$ cat config.mk
export PLATFORM = sky130hd
export DESIGN_NAME = spi_master
export DESIGN_NICKNAME = d
export VERILOG_FILES = /design/src/rtl/spi_master.sv
export SDC_FILE = /design/constraint.sdc
export NUM_CORES = 1
export LEC_CHECK = 0
export BUFFER_PORTS_ARGS = -buffer_cell sky130_fd_sc_hd__buf_2
export CORE_ASPECT_RATIO = 1.25
export CORE_MARGIN = 3
export CORE_UTILIZATION = 55
export CTS_BUF_LIST = sky130_fd_sc_hd__clkbuf_8
export CTS_CLUSTER_DIAMETER = 100
export DETAILED_ROUTE_END_ITERATION = 6
export HOLD_SLACK_MARGIN = 0.15
export PLACE_DENSITY = 0.73
export RECOVER_POWER = 100
export SLEW_MARGIN = 20
export SYNTH_ARGS = -nofsm -noshare
export SYNTH_HDL_FRONTEND = slang
export SYNTH_SLANG_ARGS = --single-unit
$ cat constraint.sdc
create_clock -name clk -period 3.4 [get_ports clk]
set_clock_uncertainty 0.1 [all_clocks]
set_input_delay 0.17 -clock clk [delete_from_list [all_inputs] [get_ports clk]]
set_output_delay 0.17 -clock clk [all_outputs]
set_load 0.01 [all_outputs]
$ cat src/rtl/spi_master.sv
// SPI mode-0 master: one byte per request, optional slave-select hold between
// bytes, programmable sclk half-period and minimum inter-frame ss gap.
module spi_master #(
    parameter int CLK_DIV = 2,
    parameter int GAP     = 2
) (
    input  logic       clk,
    input  logic       reset,
    input  logic [7:0] io_tx_data,
    input  logic       io_tx_last,
    input  logic       io_tx_valid,
    output logic       io_tx_ready,
    output logic [7:0] io_rx_data,
    output logic       io_rx_valid,
    output logic       io_busy,
    output logic       io_ss,
    output logic       io_sclk,
    output logic       io_mosi,
    input  logic       io_miso
);

    localparam logic [2:0] ST_IDLE      = 3'd0;
    localparam logic [2:0] ST_SHIFT     = 3'd1;
    localparam logic [2:0] ST_WAIT_NEXT = 3'd2;
    localparam logic [2:0] ST_TAIL      = 3'd3;
    localparam logic [2:0] ST_GAP       = 3'd4;

    localparam logic [7:0] DIV_LAST = 8'(CLK_DIV - 1);
    localparam logic [7:0] GAP_LAST = 8'(GAP - 1);
    localparam int         SAMP_DLY = (CLK_DIV >= 2) ? 2 : 1;

    logic [2:0] r_state;
    logic [7:0] r_cnt;
    logic [3:0] r_tog;
    logic [7:0] r_tx_sh;
    logic       r_last;
    logic [7:0] r_rx_sh;
    logic [7:0] r_rx_data;
    logic       r_rx_valid;
    logic       r_ready;
    logic       r_ss;
    logic       r_sclk;
    logic       r_mosi;
    logic       r_miso_s1;
    logic       r_miso_s2;
    logic [1:0] r_samp_pend;

    logic       w_accept;
    logic       w_div_done;
    logic       w_rise;
    logic       w_samp;
    logic [7:0] w_rx_next;

    assign w_accept   = io_tx_valid & r_ready;
    assign w_div_done = (r_cnt == DIV_LAST);
    assign w_rise     = (r_state == ST_SHIFT) && w_div_done && !r_sclk;
    assign w_samp     = r_samp_pend[SAMP_DLY-1];
    assign w_rx_next  = {r_rx_sh[6:0], r_miso_s2};

    // NOTE: state lives in flops updated with non-blocking assignments only, so
    // every block sees the pre-edge values regardless of evaluation order.
    always_ff @(posedge clk or negedge reset) begin
        if (!reset) begin
            r_miso_s1 <= 1'b0;
            r_miso_s2 <= 1'b0;
        end else begin
            r_miso_s1 <= io_miso;
            r_miso_s2 <= r_miso_s1;
        end
    end

    // Sampling two clk after the rising toggle makes the shifted-in bit equal
    // to the pin value at that toggle, undoing the synchroniser latency.
    always_ff @(posedge clk or negedge reset) begin
        if (!reset) begin
            r_samp_pend <= 2'b00;
            r_rx_sh     <= 8'h00;
        end else begin
            r_samp_pend <= {r_samp_pend[0], w_rise};
            if (w_samp) begin
                r_rx_sh <= w_rx_next;
            end
        end
    end

    always_ff @(posedge clk or negedge reset) begin
        if (!reset) begin
            r_state    <= ST_IDLE;
            r_cnt      <= 8'h00;
            r_tog      <= 4'h0;
            r_tx_sh    <= 8'h00;
            r_last     <= 1'b0;
            r_rx_data  <= 8'h00;
            r_rx_valid <= 1'b0;
            r_ready    <= 1'b0;
            r_ss       <= 1'b1;
            r_sclk     <= 1'b0;
            r_mosi     <= 1'b0;
        end else begin
            r_rx_valid <= 1'b0;
            case (r_state)
                ST_IDLE, ST_WAIT_NEXT: begin
                    if (w_accept) begin
                        r_state <= ST_SHIFT;
                        r_tx_sh <= io_tx_data;
                        r_last  <= io_tx_last;
                        r_mosi  <= io_tx_data[7];
                        r_ss    <= 1'b0;
                        r_cnt   <= 8'h00;
                        r_tog   <= 4'h0;
                        r_ready <= 1'b0;
                    end else begin
                        r_ready <= 1'b1;
                    end
                end
                ST_SHIFT: begin
                    if (w_div_done) begin
                        r_cnt  <= 8'h00;
                        r_sclk <= ~r_sclk;
                        r_tog  <= r_tog + 4'd1;
                        if (r_sclk) begin
                            if (r_tog == 4'd15) begin
                                r_rx_valid <= 1'b1;
                                r_rx_data  <= w_samp ? w_rx_next : r_rx_sh;
                                if (r_last) begin
                                    r_state <= ST_TAIL;
                                end else begin
                                    r_state <= ST_WAIT_NEXT;
                                    r_ready <= 1'b1;
                                end
                            end else begin
                                r_mosi  <= r_tx_sh[6];
                                r_tx_sh <= {r_tx_sh[6:0], 1'b0};
                            end
                        end
                    end else begin
                        r_cnt <= r_cnt + 8'd1;
                    end
                end
                ST_TAIL: begin
                    if (w_div_done) begin
                        r_cnt   <= 8'h00;
                        r_ss    <= 1'b1;
                        r_state <= ST_GAP;
                    end else begin
                        r_cnt <= r_cnt + 8'd1;
                    end
                end
                ST_GAP: begin
                    if (r_cnt == GAP_LAST) begin
                        r_cnt   <= 8'h00;
                        r_state <= ST_IDLE;
                        r_ready <= 1'b1;
                    end else begin
                        r_cnt <= r_cnt + 8'd1;
                    end
                end
                default: begin
                    r_state <= ST_IDLE;
                end
            endcase
        end
    end

    assign io_tx_ready = r_ready;
    assign io_rx_data  = r_rx_data;
    assign io_rx_valid = r_rx_valid;
    assign io_busy     = (r_state != ST_IDLE);
    assign io_ss       = r_ss;
    assign io_sclk     = r_sclk;
    assign io_mosi     = r_mosi;

endmodule
==> results of run 1 <==
power by group through the flow:
| stage | clock network, mW | registers, mW | logic [mW] |
|---|---|---|---|
| CTS | 0.502 | 0.572 | 0.0279 |
| global route | 0.528 | 0.572 | 0.0309 |
| finish | 0.488 | 0.572 | 0.0277 |
| floorplan | 0 | 0.583 | 0.000116 |
| detailed placement | 0 | 0.583 | 0.0182 |
| global placement | 0 | 0.583 | 0.0174 |
worst min-delay path by stage:
| stage | from | to | cells after the start |
|---|---|---|---|
| 2_1_floorplan | reset | io_mosi | 0 |
| 3_3_place_gp | io_miso | r_miso_s1 | 1 |
| 3_5_place_dp | io_miso | r_miso_s1 | 1 |
| 4_1_cts | io_tx_valid | io_ss | 4 |
| 5_1_grt | io_tx_valid | io_ss | 4 |
| 6_report | io_tx_valid | io_ss | 4 |
per-layer routing:
metal / track usage, % / vias up / routed length [um]
met3: 4.10 / 7 / 182
met4: 7.73 / 0 / 70
met1: 21.7 / 805 / 1750
met2: 35.9 / 50 / 2330
met5: 0 / - / 0
li1: - / 772 / -
registers in the layout, indices dropped and copies added (netlist names):
| register | count |
|---|---|
| r_miso_s2 | 1 |
| r_tx_sh | 7 |
| io_sclk | 1 |
| io_rx_valid | 1 |
| r_tog | 4 |
| r_miso_s1 | 1 |
| io_mosi | 1 |
| io_rx_data | 8 |
| r_last | 1 |
| r_samp_pend | 2 |
| r_rx_sh | 8 |
| r_state | 3 |
| io_tx_ready | 1 |
| r_cnt | 8 |
| io_ss | 1 |
area by class of cell:
cell class | count | area [um2]
clock inverter | 3 | 68.8
inverter | 5 | 18.8
clock buffer | 5 | 68.8
tap | 54 | 67.6
timing repair buffer | 37 | 226
multi-input combinational | 134 | 908
sequential | 48 | 1200
fill | 319 | 1290
layout by cell type, fill, tap and decap left out, types with 2 or more instances in the layout:
cell type                       count
sky130_fd_sc_hd__dfrtp_1           47
sky130_fd_sc_hd__nand2_1           32
sky130_fd_sc_hd__mux2_2            24
sky130_fd_sc_hd__clkbuf_1          13
sky130_fd_sc_hd__nand3_1           12
sky130_fd_sc_hd__buf_2             12
sky130_fd_sc_hd__dlygate4sd3_1     11
sky130_fd_sc_hd__o21ai_0            9
sky130_fd_sc_hd__a31oi_1            7
sky130_fd_sc_hd__nor2_1             6
sky130_fd_sc_hd__a21oi_1            6
sky130_fd_sc_hd__inv_1              5
sky130_fd_sc_hd__clkbuf_8           5
sky130_fd_sc_hd__nor3_1             3
sky130_fd_sc_hd__nand2b_1           3
sky130_fd_sc_hd__ha_1               3
sky130_fd_sc_hd__or3_1              2
sky130_fd_sc_hd__or3b_2             2
sky130_fd_sc_hd__o22ai_1            2
sky130_fd_sc_hd__a2111oi_0          2
sky130_fd_sc_hd__a41oi_1            2
sky130_fd_sc_hd__bufinv_16          2
critical path, delay by kind of cell (launching register included):
| family | cells | cell delay, ns |
|---|---|---|
| AOI/OAI and AO/OA | 1 | 0.48 |
| adders and majority gates | 1 | 0.15 |
| buffers and inverters | 1 | 0.08 |
| DFF | 1 | 0.40 |
| muxes | 1 | 0.42 |
| and+or+nand+nor | 2 | 0.97 |
kinds of logic after synthesis:
logic type	after synthesis	synth area share, %
buffers and inverters	13	3.70
AO/OA/AOI/OAI	35	11.2
multiplexers	26	13.1
flip-flops	48	53.9
XOR/XNOR	1	0.393
AND/OR/NAND/NOR	69	16.0
adder cells (fa/ha/maj)	3	1.68
through the flow:
stage	hold slack, ns	cells	total power [mW]	area [um2]
2_1_floorplan	-0.226	195	0.583	2230
3_3_place_gp	0.180	267	0.601	2360
3_5_place_dp	0.180	267	0.601	2360
4_1_cts	0.161	286	1.10	2610
5_1_grt	0.210	286	1.13	2560
6_report	0.179	286	1.09	2560
==> impl_metrics.sql, run 1 <==
INSERT INTO impl_metrics (metric_group, metric, value, unit) VALUES
('sta', 'finalMaxSlewViolations', '0', ''),
('sta', 'grt_setup_unrepaired', 'no', ''),
('placed_design', 'pre_cts_ws', '1.00', 'ns'),
('routing', 'detailroute.via_count', '1634', ''),
('sta', 'fmax', '369', 'MHz'),
('die', 'chipHeight', '77.2', 'um'),
('cts', 'ctsResizeCount', '0', ''),
('die', 'io_pins', '27', ''),
('critical_path', 'worst_r2r_startpoint', 'r_cnt[1]', ''),
('synth', 'yosysSeqAreaShare', '53.9', '%'),
('min_path', 'timing.hold.worst.class', 'input port to flip-flop', ''),
('critical_path', 'critical_path_required', '3.49', 'ns'),
('power_and_ir_drop', 'powerDensity', '425', 'nW/um2'),
('cts', 'clockBufferDepth', '2', ''),
('critical_path', 'timing.critical_path.from', 'r_cnt[1]', ''),
('synth', 'synth.top_cell.area_share', '52.7', '%'),
('synth', 'synthCells', '195', ''),
('power_and_ir_drop', 'worst_ir_drop_vdd', '288', 'uV'),
('routing', 'vias_per_cell', '5.71', ''),
('power_and_ir_drop', 'static-leakage-power', '1.25', 'nW'),
('cts', 'clk_root_buffer_cell', 'sky130_fd_sc_hd__clkbuf_8', ''),
('power_and_ir_drop', 'comb_power_share', '2.5', '%'),
('critical_path', 'end_kind', 'flip-flop', ''),
('synth', 'top_post_synthesis_cells_by_area', 'sky130_fd_sc_hd__dfrtp_1 53%, sky130_fd_sc_hd__mux2_2 13%, sky130_fd_sc_hd__nand2_1 5.4%', ''),
('placed_design', 'dpl.hpwl', '3020', 'um'),
('critical_path', 'regToRegEndpoint', 'r_tx_sh[2]', ''),
('sta', 'timing_hold_violations_final', '0', ''),
('global_route', 'grt_usage', '19.6', '%'),
('final_layout', 'fraction_of_layout_cells_with_a_size_suffix_above_1', '22.0', '%'),
('sta', 'setup_viol_count_final', '0', ''),
('final_layout', 'design.final.nets', '247', ''),
('global_route', 'antenna_found_initial', '0', ''),
('sta', 'timing.final.ws_setup', '0.689', 'ns'),
('critical_path', 'timing.critical_path.slowest_cell_delay', '0.49', 'ns'),
('sta', 'timing.final.crit_period', '2.71', 'ns'),
('cts', 'cts-htree-levels', '2', ''),
('cts', 'cts-buffers-inserted', '5', ''),
('global_route', 'grt_max_degree', '49', ''),
('critical_path', 'slowest_stage', 'sky130_fd_sc_hd__or4b_1', ''),
('final_layout', 'finish.utilization', '66.6', '%'),
('sta', 'worst_pin_slew', '0.919', 'ns'),
('cts', 'post-cts-setup-buffers', '0', ''),
('global_route', 'first_pass_grt_wire_length', '7460', 'um'),
('synth', 'synth_enable_flop_cells', '0', ''),
('final_layout', 'syn2layout_area_growth', '14.8', '%'),
('synth', 'yosysWarnings', '0', ''),
('die', 'design.die.area', '4860', 'um2'),
('synth', 'yosys.cell_types.count', '43', ''),
('routing', 'drcViolationCount', '0', ''),
('cts', 'cts_tree', 'built', ''),
('sta', 'worst_max_slew_margin_expressed_relative_to_the_limit', '38.1', '%'),
('routing', 'number_of_search_and_repair_iterations_in_the_first_detailed_routing_pass', '4', ''),
('power_and_ir_drop', 'switching_share', '19.0', '%'),
('power_and_ir_drop', 'p_sw', '0.207', 'mW'),
('outcome', 'status', 'completed', ''),
('routing', 'initialDrtViolationCount', '98', ''),
('critical_path', 'crit_path_cell_trace', 'inv_1 -> ha_1 -> or4b_1 -> nor3_1 -> o221ai_1 -> mux2_2', ''),
('power_and_ir_drop', 'p_int', '0.881', 'mW'),
('synth', 'synth.net_count', '211', ''),
('critical_path', 'maximum_fanout_encountered_on_the_critical_timing_path', '8', ''),
('cts', 'number_of_buffers_inserted_for_hold_repair_after_clock_tree_synthesis', '11', ''),
('critical_path', 'setup.reg_to_reg.worst_slack', '0.69', 'ns'),
('cts', 'later_pin_clock_latency_in_the_skew_report', '0.30', 'ns'),
('routing', 'ant_nets', '0', ''),
('synth', 'synth-main-ff-cell', 'sky130_fd_sc_hd__dfrtp_1', ''),
('cts', 'clk_pin_slew', '0.09', 'ns'),
('global_route', 'vias_in_the_first_global_route', '1672', ''),
('die', 'initial_util', '58.0', '%'),
('sta', 'finalCritPeriodShare', '79.7', '%'),
('final_layout', 'n_antenna_cell', '0', ''),
('critical_path', 'crit_type', 'flip-flop to flip-flop', '');
(Power assumes the default switching activity.)
==> run 2: changes to the inputs <==
- clock period: 3.4 -> 2.5 ns (I/O delays scaled with it)
==> impl_metrics.sql, run 2 (synthesized netlist as in run 1, its figures left out) <==
INSERT INTO impl_metrics (metric_group, metric, value, unit) VALUES
('critical_path', 'crit_type', 'flip-flop to flip-flop', ''),
('die', 'chipHeight', '77.2', 'um'),
('global_route', 'grt_remaining_overflow', '0', ''),
('power_and_ir_drop', 'p_sw', '0.267', 'mW'),
('final_layout', 'n_antenna_cell', '0', ''),
('power_and_ir_drop', 'comb_power_share', '2.9', '%'),
('power_and_ir_drop', 'switching_share', '20.8', '%'),
('critical_path', 'worst-endpoint-arrival', '2.45', 'ns'),
('min_path', 'holdCritStartpoint', 'r_miso_s1', ''),
('min_path', 'whs_path_depth', '0', ''),
('power_and_ir_drop', 'worst_ir_drop_vdd', '420', 'uV'),
('sta', 'worst_pin_slew', '1.13', 'ns'),
('critical_path', 'critical_path_required', '2.58', 'ns'),
('power_and_ir_drop', 'power.share.sequential', '60.6', '%'),
('power_and_ir_drop', 'powerDensity', '499', 'nW/um2'),
('placed_design', 'place_congestion', '0.828', ''),
('cts', 'clk_pin_slew', '0.09', 'ns'),
('outcome', 'status', 'completed', ''),
('final_layout', 'most_common_cell_after_layout_fill_and_taps_aside', 'sky130_fd_sc_hd__dfrtp_1', ''),
('critical_path', 'maximum_fanout_encountered_on_the_critical_timing_path', '12', ''),
('critical_path', 'worst_r2r_startpoint', 'r_state[2]', ''),
('cts', 'cts-buffers-inserted', '5', ''),
('cts', 'cts-htree-levels', '2', ''),
('routing', 'postRouteWirelength', '4180', 'um'),
('sta', 'timing_hold_violations_final', '0', ''),
('sta', 'fmax', '423', 'MHz'),
('global_route', 'vias_in_the_first_global_route', '1564', ''),
('global_route', 'first_pass_grt_wire_length', '7290', 'um'),
('final_layout', 'mostFrequentLayoutCells', '47 x sky130_fd_sc_hd__dfrtp_1, 32 x sky130_fd_sc_hd__nand2_1, 21 x sky130_fd_sc_hd__mux2_2', ''),
('min_path', 'worstHoldEndpoint', 'r_miso_s2', ''),
('die', 'rows', '25', ''),
('routing', 'vias_per_cell', '5.45', ''),
('sta', 'worst_max_slew_margin_expressed_relative_to_the_limit', '24.9', '%'),
('placed_design', 'buffer_ports.inserted', '26', ''),
('die', 'core-area', '3850', 'um2'),
('die', 'initial_util', '58.0', '%'),
('sta', 'setup_viol_count_final', '0', ''),
('routing', 'ant_nets', '0', ''),
('global_route', 'grt_max_degree', '49', ''),
('final_layout', 'layout.cells.non_filler', '292', ''),
('die', 'io_pins', '27', ''),
('cts', 'clockBufferDepth', '2', ''),
('cts', 'cts_tree', 'built', ''),
('critical_path', 'critical_path.startpoint_type', 'flip-flop', ''),
('sta', 'finalMaxSlewViolations', '0', ''),
('global_route', 'grt_usage', '18.9', '%'),
('die', 'design.die.area', '4860', 'um2'),
('placed_design', 'placed_cells', '272', ''),
('cts', 'ctsResizeCount', '0', ''),
('power_and_ir_drop', 'p_int', '1.02', 'mW'),
('final_layout', 'syn2layout_area_growth', '15.3', '%'),
('critical_path', 'crit_path_cell_trace', 'or3b_2 -> clkbuf_4 -> nor3_2 -> o221ai_2 -> mux2_2', ''),
('sta', 'totalNegativeSetupSlack', '0', 'ns'),
('routing', 'detailroute.via_count', '1591', ''),
('power_and_ir_drop', 'clock_power_share', '36.5', '%'),
('cts', 'later_pin_clock_latency_in_the_skew_report', '0.30', 'ns'),
('routing', 'initialDrtViolationCount', '75', ''),
('sta', 'timing.final.crit_period', '2.37', 'ns'),
('critical_path', 'setup.reg_to_reg.worst_slack', '0.13', 'ns'),
('routing', 'avgRoutedWirePerCell', '14.3', 'um'),
('critical_path', 'regToRegEndpoint', 'r_tx_sh[6]', ''),
('cts', 'numClockSinks', '48', ''),
('power_and_ir_drop', 'static-leakage-power', '1.25', 'nW'),
('global_route', 'antenna_found_initial', '0', ''),
('critical_path', 'slowest_stage', 'sky130_fd_sc_hd__or3b_2', ''),
('run', 'max_cap_viol_count', '0', ''),
('final_layout', 'fillCellCount', '326', ''),
('final_layout', 'design.final.nets', '253', ''),
('sta', 'finalCritPeriodShare', '94.7', '%'),
('power_and_ir_drop', 'finalPower', '1.28', 'mW'),
('routing', 'number_of_search_and_repair_iterations_in_the_first_detailed_routing_pass', '4', ''),
('min_path', 'timing.hold.worst.class', 'flip-flop to flip-flop', ''),
('critical_path', 'timing.critical_path.slowest_cell_delay', '0.53', 'ns'),
('critical_path', 'end_kind', 'flip-flop', ''),
('placed_design', 'dpl.hpwl', '2940', 'um'),
('cts', 'clk_root_buffer_cell', 'sky130_fd_sc_hd__clkbuf_8', ''),
('final_layout', 'fraction_of_layout_cells_with_a_size_suffix_above_1', '22.7', '%'),
('die', 'floorplan.die.width', '63.0', 'um'),
('critical_path', 'r2r_cells', '5', ''),
('sta', 'grt_setup_unrepaired', 'no', ''),
('sta', 'hold-worst-slack', '0.259', 'ns'),
('routing', 'drcViolationCount', '0', '');
[run 2: changes by cell type in the layout (fill, tap and decap cells not counted), sizes merged]
cell	delta
bufinv	-2
buf	+1
clkbuf	+5
dlygate4sd3	+1
clkinvlp	+1
[run 2: layout make-up]
cell class / instances / area [um2] / share of cell area (%)
sequential: 48 / 1200 / 46.7
multi-input combinational: 134 / 923 / 35.9
timing repair buffer: 43 / 267 / 10.4
clock buffer: 6 / 82.6 / 3.21
tap: 54 / 67.6 / 2.63
inverter: 5 / 18.8 / 0.730
clock inverter: 2 / 11.3 / 0.438
[run 2: how the worst max path moves through the flow]
stage          slack [ns]       endpoint  depth (start not counted)  startpoint
6_report             0.13     r_tx_sh[6]                          5  r_state[2]
5_1_grt              0.02        io_mosi                          5  r_state[2]
4_1_cts              0.17  io_rx_data[2]                          6    r_cnt[1]
3_5_place_dp         0.20  io_rx_data[2]                          6    r_cnt[1]
3_3_place_gp         0.27  io_rx_data[3]                          6    r_cnt[1]
2_1_floorplan        0.39  io_rx_data[0]                          7    r_cnt[1]
[run 2: power by group through the flow]
| stage | Combinational, mW | Clock [mW] | Sequential (mW) |
|---|---|---|---|
| after global routing | 0.0426 | 0.517 | 0.778 |
| final | 0.0378 | 0.468 | 0.778 |
| after floorplan | 0.000158 | 0 | 0.793 |
| after CTS | 0.0389 | 0.484 | 0.778 |
| after detailed placement | 0.0244 | 0 | 0.793 |
| after global placement | 0.0238 | 0 | 0.793 |
[run 2: worst max-delay path, delay by kind of cell, from the launching register on]
| kind | cells | cell delay, ns |
|---|---|---|
| flip-flops | 1 | 0.51 |
| AND/OR/NAND/NOR | 2 | 0.80 |
| multiplexers | 1 | 0.35 |
| buffers and inverters | 1 | 0.21 |
| AO/OA/AOI/OAI | 1 | 0.28 |
[run 2: through the flow]
stage / util (%) / setup WS (ns) / area, um2
after detailed placement: 62.4 / 0.202 / 2400
after global routing: 66.9 / 0.0177 / 2570
after CTS: 68.0 / 0.168 / 2620
after floorplan: - / 0.394 / 2230
after global placement: 62.4 / 0.273 / 2400
final: 66.9 / 0.133 / 2570
[run 2: routing by layer]
metal,GRT usage [%],part of all wire [%],vias up
met4,5.96,1.4,0
met1,23.0,42,777
met2,32.8,53,25
met5,0,0,-
met3,4.25,3.6,6
li1,-,-,783
[run 2: repair_timing]
action,CTS,global route
hold buffers,12,0
buffers inserted,0,0
hold endpoints to repair,59,0
==> run 3: changes to the inputs <==
- CTS_BUF_LIST: sky130_fd_sc_hd__clkbuf_8 -> sky130_fd_sc_hd__clkbuf_4
==> impl_metrics.sql, run 3 (synthesized netlist as in run 1, its figures left out) <==
INSERT INTO impl_metrics (metric_group, metric, value, unit) VALUES
('power_and_ir_drop', 'worst_ir_drop_vdd', '333', 'uV'),
('routing', 'initialDrtViolationCount', '66', ''),
('die', 'chipHeight', '77.2', 'um'),
('die', 'io_pins', '27', ''),
('min_path', 'timing.hold.worst.class', 'flip-flop to flip-flop', ''),
('final_layout', 'fraction_of_layout_cells_with_a_size_suffix_above_1', '23.0', '%'),
('cts', 'clk_pin_slew', '0.14', 'ns'),
('global_route', 'vias_in_the_first_global_route', '1565', ''),
('cts', 'clockBufferDepth', '2', ''),
('cts', 'later_pin_clock_latency_in_the_skew_report', '0.36', 'ns'),
('routing', 'avgRoutedWirePerCell', '14.2', 'um'),
('die', 'core-area', '3850', 'um2'),
('power_and_ir_drop', 'finalPower', '1.17', 'mW'),
('final_layout', 'syn2layout_area_growth', '14.5', '%'),
('final_layout', 'n_antenna_cell', '0', ''),
('sta', 'fmax', '425', 'MHz'),
('routing', 'postRouteWirelength', '4160', 'um'),
('sta', 'timing.final.crit_period', '2.36', 'ns'),
('min_path', 'holdCritStartpoint', 'r_miso_s1', ''),
('placed_design', 'dpl.hpwl', '2940', 'um'),
('routing', 'ant_nets', '0', ''),
('power_and_ir_drop', 'static-leakage-power', '1.24', 'nW'),
('cts', 'cts-buffers-inserted', '5', ''),
('routing', 'route.met3.wl', '152', 'um'),
('global_route', 'grt_max_degree', '49', ''),
('critical_path', 'critical_path_required', '2.65', 'ns'),
('critical_path', 'critical_path.startpoint_type', 'flip-flop', ''),
('sta', 'setup_viol_count_final', '0', ''),
('routing', 'number_of_search_and_repair_iterations_in_the_first_detailed_routing_pass', '4', ''),
('sta', 'totalNegativeSetupSlack', '0', 'ns'),
('outcome', 'status', 'completed', ''),
('routing', 'vias_per_cell', '5.48', ''),
('min_path', 'whs_path_depth', '0', ''),
('sta', 'timing_hold_violations_final', '0', ''),
('critical_path', 'end_kind', 'flip-flop', ''),
('placed_design', 'buffer_ports.inserted', '26', ''),
('critical_path', 'timing.critical_path.from', 'r_state[2]', ''),
('sta', 'finalMaxSlewViolations', '0', ''),
('global_route', 'antenna_found_initial', '0', ''),
('final_layout', 'stdcell_area', '2550', 'um2'),
('final_layout', 'most_common_cell_after_layout_fill_and_taps_aside', 'sky130_fd_sc_hd__dfrtp_1', ''),
('final_layout', 'finish.utilization', '66.4', '%'),
('critical_path', 'worst_r2r_startpoint', 'r_state[2]', ''),
('cts', 'numClockSinks', '48', ''),
('placed_design', 'place_congestion', '0.828', ''),
('sta', 'worst_pin_slew', '1.13', 'ns'),
('cts', 'cts_tree', 'built', ''),
('routing', 'drcViolationCount', '0', ''),
('sta', 'finalCritPeriodShare', '94.2', '%'),
('sta', 'worst_max_slew_margin_expressed_relative_to_the_limit', '24.7', '%'),
('critical_path', 'worst-endpoint-arrival', '2.50', 'ns'),
('sta', 'hold-worst-slack', '0.269', 'ns'),
('placed_design', 'placement.cell_area', '2400', 'um2'),
('die', 'floorplan.die.width', '63.0', 'um'),
('critical_path', 'maximum_fanout_encountered_on_the_critical_timing_path', '12', ''),
('cts', 'clk_root_buffer_cell', 'sky130_fd_sc_hd__clkbuf_4', ''),
('routing', 'drt-met1-wl', '1720', 'um'),
('run', 'max_cap_viol_count', '0', ''),
('global_route', 'grt_remaining_overflow', '0', ''),
('die', 'design.die.area', '4860', 'um2'),
('min_path', 'worstHoldEndpoint', 'r_miso_s2', ''),
('global_route', 'first_pass_grt_wire_length', '7350', 'um'),
('routing', 'detailroute.via_count', '1605', ''),
('final_layout', 'mostFrequentLayoutCells', '47 x sky130_fd_sc_hd__dfrtp_1, 32 x sky130_fd_sc_hd__nand2_1, 21 x sky130_fd_sc_hd__mux2_2', ''),
('final_layout', 'design.final.nets', '254', ''),
('die', 'initial_util', '58.0', '%'),
('routing', 'routed-wl-met2', '2240', 'um'),
('sta', 'grt_setup_unrepaired', 'no', ''),
('global_route', 'grt_usage', '19.0', '%'),
('critical_path', 'r2r_cells', '4', ''),
('routing', 'highest-signal-layer', 'met4', ''),
('power_and_ir_drop', 'powerDensity', '457', 'nW/um2'),
('cts', 'cts-htree-levels', '2', ''),
('die', 'rows', '25', ''),
('critical_path', 'crit_type', 'flip-flop to flip-flop', ''),
('critical_path', 'regToRegEndpoint', 'r_tx_sh[6]', ''),
('critical_path', 'setup.reg_to_reg.worst_slack', '0.14', 'ns');
run 3: changes by cell type in the layout (fill, tap and decap cells not counted):
cell / change
sky130_fd_sc_hd__clkbuf_2: +1
sky130_fd_sc_hd__nor3_4: +1
sky130_fd_sc_hd__clkinv_1: +1
sky130_fd_sc_hd__nor3_2: -1
sky130_fd_sc_hd__nor4b_2: +1
sky130_fd_sc_hd__dlygate4sd3_1: +1
sky130_fd_sc_hd__nor4b_1: -1
sky130_fd_sc_hd__inv_1: -1
sky130_fd_sc_hd__clkbuf_8: -6
sky130_fd_sc_hd__clkbuf_4: +5
run 3: critical path, cell delays in order, from the launching register on:
cell	delay, ns
sky130_fd_sc_hd__dfrtp_1	0.53
sky130_fd_sc_hd__or3b_2	0.53
sky130_fd_sc_hd__clkbuf_2	0.23
sky130_fd_sc_hd__o221ai_2	0.46
sky130_fd_sc_hd__mux2_2	0.40
run 3: worst max path at each step:
stage,endpoint,cells past startpoint
global placement,io_rx_data[3],6
floorplan,io_rx_data[0],7
finish,r_tx_sh[6],4
CTS,io_rx_data[2],6
detailed placement,io_rx_data[2],6
global route,io_rx_data[7],6
run 3: routing by layer:
metal	global-route usage, %	vias to the layer above
met1	23.2	785
met5	0	-
met2	33.3	27
li1	-	788
met4	5.30	0
met3	4.25	5
run 3: report_power, final:
part | internal (mW) | leakage [nW] | total (mW) | switching (mW)
clock network | 0.118 | 0.0293 | 0.353 | 0.234
logic | 0.0188 | 0.593 | 0.0379 | 0.0191
registers | 0.778 | 0.622 | 0.778 | 0.000377
total | 0.915 | 1.24 | 1.17 | 0.254
run 3: cell type report:
| cell class | count | area, um2 |
|---|---|---|
| Clock buffer | 6 | 45.0 |
| Timing Repair Buffer | 44 | 274 |
| Inverter | 5 | 18.8 |
| Fill cell | 331 | 1290 |
| Clock inverter | 2 | 11.3 |
| Sequential cell | 48 | 1200 |
| Multi-Input combinational cell | 134 | 936 |
| Tap cell | 54 | 67.6 |
run 3: timing repair:
item / 4_1_cts / 5_1_grt
setup endpoints to repair: 0 / 1
gates resized for setup: 0 / 1
hold buffers: 13 / 0
buffers inserted: 0 / 0
endpoints found under the hold margin: 61 / 0
run 3: through the flow:
stage                     instances  worst slack (ns)
after floorplan                 195             0.394
after global placement          272             0.273
after detailed placement        272             0.202
after CTS                       293             0.157
after global routing            293            0.0480
final                           293             0.145
